`src/rtl/ekf_host_pkg.sv`:
```
// Shared encodings for the EKF stage host: command ops, stage bits, FSM states.
package ekf_host_pkg;

    // Command opcodes as carried on cmd_op / done_op.
    typedef enum logic [1:0] {
        OP_PREDICT = 2'd0,
        OP_NEWLM   = 2'd1,
        OP_UPDATE  = 2'd2,
        OP_CLEAR   = 2'd3
    } op_e;

    // Bit positions inside the one-hot stage_val / stage_rdy vectors.
    localparam int STG_PREDICT = 0;
    localparam int STG_NEWLM   = 1;
    localparam int STG_UPDATE  = 2;
    localparam int STG_W       = 3;

    // Host sequencer states.
    typedef enum logic [1:0] {
        ST_IDLE  = 2'd0,
        ST_CHECK = 2'd1,
        ST_WAIT  = 2'd2,
        ST_GAP   = 2'd3
    } state_e;

    // One-hot stage request for an op; map clear never issues a stage.
    function automatic logic [STG_W-1:0] stage_onehot(input op_e op);
        logic [STG_W-1:0] v;
        v = '0;
        case (op)
            OP_PREDICT: v[STG_PREDICT] = 1'b1;
            OP_NEWLM:   v[STG_NEWLM]   = 1'b1;
            OP_UPDATE:  v[STG_UPDATE]  = 1'b1;
            default:    v = '0;
        endcase
        return v;
    endfunction

endpackage

```
`src/rtl/ekf_cmd_fifo.sv`:
```
// Command FIFO: pointer-based ring buffer whose read port is registered on pop.
module ekf_cmd_fifo #(
    parameter int W     = 8,
    parameter int DEPTH = 4
) (
    input  logic         clk,
    input  logic         rst_n,
    input  logic         push,
    input  logic [W-1:0] wr_data,
    input  logic         pop,
    output logic [W-1:0] rd_data,
    output logic         full,
    output logic         empty
);
    localparam int AW = $clog2(DEPTH);

    logic [W-1:0] mem [DEPTH];
    logic [AW:0]  wr_ptr;
    logic [AW:0]  rd_ptr;
    logic         do_push;
    logic         do_pop;

    // Extra pointer bit tells full from empty when the indices match.
    assign empty   = (wr_ptr == rd_ptr);
    assign full    = (wr_ptr[AW] != rd_ptr[AW]) && (wr_ptr[AW-1:0] == rd_ptr[AW-1:0]);
    assign do_pop  = pop && !empty;
    assign do_push = push && (!full || do_pop);

    // Storage write; reading the same slot on a full push+pop returns the old entry.
    // NOTE: the storage array is deliberately not reset; the pointers alone decide which entries are valid.
    always_ff @(posedge clk) begin
        if (do_push) begin
            mem[wr_ptr[AW-1:0]] <= wr_data;
        end
    end

    // Pointer update and registered read port.
    // NOTE: sequential state uses non-blocking assignments so every flop samples pre-edge values.
    always_ff @(posedge clk or negedge rst_n) begin
        if (!rst_n) begin
            wr_ptr  <= '0;
            rd_ptr  <= '0;
            rd_data <= '0;
        end else begin
            if (do_push) begin
                wr_ptr <= wr_ptr + 1'b1;
            end
            if (do_pop) begin
                rd_data <= mem[rd_ptr[AW-1:0]];
                rd_ptr  <= rd_ptr + 1'b1;
            end
        end
    end

endmodule

```
`src/rtl/ekf_stage_host.sv`:
```
// EKF stage host: queues commands, validates them, issues one-hot stages and reports completion.
module ekf_stage_host
    import ekf_host_pkg::*;
#(
    parameter int DW         = 32,
    parameter int LM_W       = 10,
    parameter int MAX_LM     = 1023,
    parameter int FIFO_DEPTH = 4,
    parameter int TIMEOUT    = 4096
) (
    input  logic                 clk,
    input  logic                 sys_rst_n,
    input  logic                 cmd_valid,
    output logic                 cmd_ready,
    input  logic [1:0]           cmd_op,
    input  logic [DW-1:0]        cmd_arg0,
    input  logic [DW-1:0]        cmd_arg1,
    input  logic [LM_W-1:0]      cmd_lk,
    output logic [STG_W-1:0]     stage_val,
    input  logic [STG_W-1:0]     stage_rdy,
    output logic [LM_W-1:0]      landmark_num,
    output logic [LM_W-1:0]      l_k,
    output logic signed [DW-1:0] vlr,
    output logic signed [DW-1:0] alpha,
    output logic signed [DW-1:0] rk,
    output logic signed [DW-1:0] phi,
    output logic                 done_valid,
    output logic [1:0]           done_op,
    output logic                 done_err,
    output logic                 busy
);
    localparam int FW = 2 + 2 * DW + LM_W;
    localparam int TW = $clog2(TIMEOUT);

    state_e            state_q, state_d;
    logic [FW-1:0]     fifo_rd;
    logic              fifo_full, fifo_empty, push, pop;
    op_e               q_op;
    logic [DW-1:0]     q_arg0, q_arg1;
    logic [LM_W-1:0]   q_lk;
    logic [TW-1:0]     tmo_q, tmo_d;
    logic [STG_W-1:0]  stage_val_d;
    logic [LM_W-1:0]   lm_d, lk_d;
    logic [DW-1:0]     vlr_d, alpha_d, rk_d, phi_d;
    logic              done_valid_d, done_err_d;
    logic [1:0]        done_op_d;

    // A full FIFO still accepts a push in the cycle the sequencer pops it.
    assign pop       = (state_q == ST_IDLE) && !fifo_empty;
    assign cmd_ready = sys_rst_n && (!fifo_full || pop);
    assign push      = cmd_valid && cmd_ready;
    assign busy      = (state_q != ST_IDLE) || !fifo_empty;

    ekf_cmd_fifo #(.W(FW), .DEPTH(FIFO_DEPTH)) u_fifo (
        .clk     (clk),
        .rst_n   (sys_rst_n),
        .push    (push),
        .wr_data ({cmd_op, cmd_arg0, cmd_arg1, cmd_lk}),
        .pop     (pop),
        .rd_data (fifo_rd),
        .full    (fifo_full),
        .empty   (fifo_empty)
    );

    // The FIFO read register is the current command; it holds until the next pop.
    assign q_op   = op_e'(fifo_rd[FW-1 -: 2]);
    assign q_arg0 = fifo_rd[FW-3 -: DW];
    assign q_arg1 = fifo_rd[LM_W +: DW];
    assign q_lk   = fifo_rd[LM_W-1:0];

    // Next-state, operand loading, completion reporting and timeout counting.
    // NOTE: every target gets a default first, so no path through the case can infer a latch.
    always_comb begin
        state_d      = state_q;
        tmo_d        = tmo_q;
        stage_val_d  = stage_val;
        lm_d         = landmark_num;
        lk_d         = l_k;
        vlr_d        = vlr;
        alpha_d      = alpha;
        rk_d         = rk;
        phi_d        = phi;
        done_valid_d = 1'b0;
        done_op_d    = '0;
        done_err_d   = 1'b0;
        case (state_q)
            ST_IDLE: begin
                if (!fifo_empty) state_d = ST_CHECK;
            end
            ST_CHECK: begin
                state_d   = ST_IDLE;
                done_op_d = q_op;
                if (q_op == OP_CLEAR) begin
                    lm_d         = '0;
                    done_valid_d = 1'b1;
                end else if ((q_op == OP_NEWLM && landmark_num == LM_W'(MAX_LM)) ||
                             (q_op == OP_UPDATE && q_lk >= landmark_num)) begin
                    done_valid_d = 1'b1;
                    done_err_d   = 1'b1;
                end else begin
                    done_op_d = '0;
                    if (q_op == OP_PREDICT) begin
                        vlr_d   = q_arg0;
                        alpha_d = q_arg1;
                    end else begin
                        rk_d  = q_arg0;
                        phi_d = q_arg1;
                        lk_d  = (q_op == OP_NEWLM) ? landmark_num : q_lk;
                    end
                    stage_val_d = stage_onehot(q_op);
                    tmo_d       = '0;
                    state_d     = ST_WAIT;
                end
            end
            ST_WAIT: begin
                if (|(stage_rdy & stage_val)) begin
                    stage_val_d  = '0;
                    done_valid_d = 1'b1;
                    done_op_d    = q_op;
                    if (stage_val[STG_NEWLM]) lm_d = landmark_num + LM_W'(1);
                    state_d = ST_GAP;
                end else if (tmo_q == TW'(TIMEOUT - 1)) begin
                    stage_val_d  = '0;
                    done_valid_d = 1'b1;
                    done_op_d    = q_op;
                    done_err_d   = 1'b1;
                    state_d      = ST_GAP;
                end else begin
                    tmo_d = tmo_q + TW'(1);
                end
            end
            ST_GAP: begin
                state_d = ST_IDLE;
            end
            default: state_d = ST_IDLE;
        endcase
    end

    // Sequencer state register.
    always_ff @(posedge clk or negedge sys_rst_n) begin
        if (!sys_rst_n) state_q <= ST_IDLE;
        else            state_q <= state_d;
    end

    // Registered stage outputs, operands, map count and completion record.
    always_ff @(posedge clk or negedge sys_rst_n) begin
        if (!sys_rst_n) begin
            tmo_q        <= '0;
            stage_val    <= '0;
            landmark_num <= '0;
            l_k          <= '0;
            vlr          <= '0;
            alpha        <= '0;
            rk           <= '0;
            phi          <= '0;
            done_valid   <= 1'b0;
            done_op      <= '0;
            done_err     <= 1'b0;
        end else begin
            tmo_q        <= tmo_d;
            stage_val    <= stage_val_d;
            landmark_num <= lm_d;
            l_k          <= lk_d;
            vlr          <= vlr_d;
            alpha        <= alpha_d;
            rk           <= rk_d;
            phi          <= phi_d;
            done_valid   <= done_valid_d;
            done_op      <= done_op_d;
            done_err     <= done_err_d;
        end
    end

endmodule

```
`config.mk`:
```
export PLATFORM = sky130hd
export DESIGN_NAME = ekf_stage_host
export DESIGN_NICKNAME = d
export VERILOG_FILES = /design/src/rtl/ekf_host_pkg.sv /design/src/rtl/ekf_cmd_fifo.sv /design/src/rtl/ekf_stage_host.sv
export SDC_FILE = /design/constraint.sdc
export NUM_CORES = 1
export LEC_CHECK = 0
export CELL_PAD_IN_SITES_DETAIL_PLACEMENT = 1
export CELL_PAD_IN_SITES_GLOBAL_PLACEMENT = 2
export CORE_UTILIZATION = 45
export CTS_CLUSTER_DIAMETER = 150
export DETAILED_ROUTE_END_ITERATION = 12
export PLACE_DENSITY = 0.93
export SLEW_MARGIN = 20
export SYNTH_ARGS = -nofsm -noshare
export SYNTH_HDL_FRONTEND = slang
export SYNTH_HIERARCHICAL = 1
export SYNTH_SLANG_ARGS = --single-unit
```
`constraint.sdc`:
```
create_clock -name clk -period 12.1 [get_ports clk]
set_input_delay 2.42 -clock clk [delete_from_list [all_inputs] [get_ports clk]]
set_output_delay 2.42 -clock clk [all_outputs]
set_load 0.02 [all_outputs]
```
==> out/qor.csv <==
stage,metric,value,unit
run,Max Cap Violations,0,
worst_setup_path,crit path DAT,3860,ps
timing,fin crit share,51.90,%
floorplanning,Site Rows,82,
detailed_routing,antenna-violating nets left,0,
finish,area grow syn2layout,21.65,%
timing,Worst Max-Slew Pin Slew,1169,ps
power,Cell Pwr Density,291.3,nW/um^2
detailed_routing,Final Routed Wirelength,59540,um
finish,ratio of cells with drive above 1 in the final layout,21.29,%
timing,final worst-path setup slack,5820,ps
power,Clock power frac,22.1,%
yosys,Post-synth ARST share,45.23,%
worst_setup_path,Reg2Reg Depth,9,
placement,Post-Place Setup Slack,5809,ps
detailed_routing,first-pass detailed-route iteration total,5,
run_status,status,"complete, no violations",
power,Max VDD drop,190.9,uV
cts,clk_lat worst skew,620,ps
timing,Pins Over Slew Limit,0,
floorplanning,die area,51780,sq um
detailed_routing,residual DRC count,0,
floorplanning,core area,50170,sq um
cts,post-CTS sizing,0,
cts,CTS Buffer Depth,3,
cts,"Hold-fix buffers, CTS",0,
worst_setup_path,R2R Setup Slk,7540,ps
timing,fin crit period,6280,ps
detailed_routing,Wirelength per Cell,25.24,um
timing,final setup violating endpoints,0,
yosys,syn avg cell area,16.27,sq um
cts,Clock Pin Slew Worst Setup and Hold Paths,60,ps
power,power consumption,8.111,mW
power,Psw,2.908,mW
timing,slew margin rel.,22.07,%
worst_setup_path,required time worst endpoint,9680,ps
yosys,"EDFF count, synth",304,
finish,Layout Nets,1732,
worst_setup_path,Critical Path End,cmd_ready,
worst_setup_path,crit-path max FO,82,
floorplanning,Horiz. Die Dim,227.6,um
cts,CTS tree,yes,
global_route,gr ovfl total,0,
worst_setup_path,CP startpoint,sys_rst_n,
global_route,first-pass GRT wire length,91320,um
placement,I/O Buffers,238,
power,sequential power share,38.6,%
detailed_routing,vias post-DR,13534,
yosys,mapped cell area,22890,sq um
global_route,initial antenna violation count,15,
floorplanning,Starting Density,45.63,%
yosys,cells after synthesis,1407,
cts,H-tree levels,2,
detailed_routing,initial DRC count,908,
global_route,GRT Overall Usage,23.50,%
yosys,most used flip-flop cell after synthesis,edfxtp_1,
floorplanning,Boundary Pins,239,
cts,Setup Buffers After CTS,0,
min_path,Hold Path Class,flop to flop,
finish,"Non-Filler Cell Area, Final",27850,sq um
timing,Final Hold Viols,0,
placement,post-DP HPWL,35750,um
power,leakage power,9.884,nW
placement,Post-DP Area,25900,sq um
timing,unrepaired setup endpoints after global routing,false,
finish,fillers,4657,
worst_setup_path,endpoint class of the critical path,output pin,
cts,root buffer selected by CTS,clkbuf_16,
floorplanning,chip height,227.6,um
timing,Fin Clk Skew,25.42,ps
yosys,"Seq/Total Area, Yosys",67.31,%
global_route,pin count of the biggest net entering global routing,90,
power,power share of the combinational group,39.3,%
yosys,Yosys reg bits,555,
global_route,number of global-route vias before repair,15267,
yosys,Syn Nets,1510,
power,internal power,5.203,mW
yosys,Synth Warn #,6,
worst_setup_path,startpoint types,input port,
detailed_routing,DR vias/cell,5.737,
timing,final setup TNS,0,ps
power,Sw Share,35.85,%
placement,Final Wtd Congestion,0.7822,
yosys,distinct cell type count after synthesis,60,
worst_setup_path,WS Path Type,input port to output pin,
worst_setup_path,reg-to-reg startpoint,u_fifo/rd_ptr[0],
timing,minimum hold slack,505.2,ps
cts,Num CTS Buffers,56,
cts,Clock Sinks,555,
worst_setup_path,Crit Reg-Reg Endpoint,u_fifo/mem[0][42],
timing,Fmax,0.1592,GHz
## routing by layer
| layer | vias to the layer above | wire length, um | track usage (%) |
|---|---|---|---|
| met4 | 10 | 1898 | 9.634 |
| li1 | 5909 | - | - |
| met3 | 130 | 3200 | 5.666 |
| met5 | - | 61 | 0 |
| met1 | 7133 | 24840 | 29.94 |
| met2 | 352 | 29540 | 38.61 |
## synth_stat cells (all sizes together) (25+ instances only)
library cell / n / area share (%)
o21ai: 82 / 1.8
inv: 33 / 0.54
mux2: 146 / 7.2
nor2b: 67 / 1.9
dfrtp: 251 / 27
nand3: 25 / 0.57
nor3: 69 / 1.5
edfxtp: 304 / 40
o221a: 74 / 3.6
nand2: 25 / 0.41
clkbuf: 50 / 0.82
nor2: 26 / 0.43
mux4: 76 / 7.5
buf: 41 / 1.0
## worst min path at each step
stage                            to  slack (ps)       from  cells after the start
after CTS                  alpha[0]         510   alpha[0]                      1
after global routing        vlr[12]         520    vlr[12]                      1
after global placement    alpha[31]         490  alpha[31]                      1
after floorplan                flop         490       flop                      1
final                      alpha[0]         510   alpha[0]                      1
after detailed placement   alpha[0]         500   alpha[0]                      1
## cell type report
| class | count | area (sq um) | share of cell area [%] |
|---|---|---|---|
| tap | 672 | 840.8 | 3.019 |
| multi-input combinational | 728 | 6998 | 25.13 |
| antenna | 10 | 25.02 | 0.08986 |
| clock inverter | 27 | 315.3 | 1.132 |
| inverter | 33 | 123.9 | 0.4448 |
| clock buffer | 79 | 1579 | 5.670 |
| timing repair buffer | 255 | 2542 | 9.129 |
| sequential | 555 | 15420 | 55.39 |
## critical path: stages
cell and delay [ps]:
buf_8 450, o21a_1 270, clkdlybuf4s50_1 630
## logic make-up after synthesis
| family | count (synthesis) | synth area share (%) |
|---|---|---|
| buffers and inverters | 124 | 2.367 |
| XOR/XNOR | 15 | 0.6394 |
| adder cells (fa/ha/maj) | 21 | 1.148 |
| multiplexers | 224 | 14.76 |
| AO/OA/AOI/OAI | 211 | 7.635 |
| flip-flops | 555 | 67.31 |
| AND/OR/NAND/NOR | 257 | 6.138 |
## state kept, by name, summed over array words and instances, names as in the netlist, 12 cells and up, named ones only
signal	cells
vlr	32
u_fifo/rd_data	76
phi	32
rk	32
u_fifo/mem	304
alpha	32
tmo_q	12
## through the flow
step	utilization [%]	cells
global route	55.50	2357
floorplan	-	1407
CTS	55.40	2348
global placement	51.61	2242
finish	55.51	2359
detailed placement	51.63	2242
## placed cells by master (no fill, tap or decap), drive strengths merged, types with 3 or more instances in the layout
cell and n:
a21oi 13, a31oi 3, and3 3, buf 18
bufinv 7, clkbuf 79, clkdlybuf4s50 237, clkinv 15
dfrtp 251, diode 10, edfxtp 304, ha 21
inv 36, mux2 146, mux4 76, nand2 25
nand2b 9, nand3 25, nand4 6, nor2 26
nor2b 67, nor3 69, nor3b 6, nor4 6
o211ai 19, o21a 6, o21ai 82, o21bai 4
o221a 74, or3 3, or4 3, xnor2 11
xor2 4
## power groups by stage
stage | combinational [mW] | clock [mW] | sequential (mW)
detailed placement | 3.17 | 0 | 3.16
CTS | 3.22 | 1.82 | 3.14
global placement | 3.05 | 0 | 3.11
finish | 3.19 | 1.79 | 3.13
floorplan | 1.89 | 0 | 3.21
global route | 3.41 | 1.89 | 3.21
No activity file was read; power rests on OpenSTA's default activity.
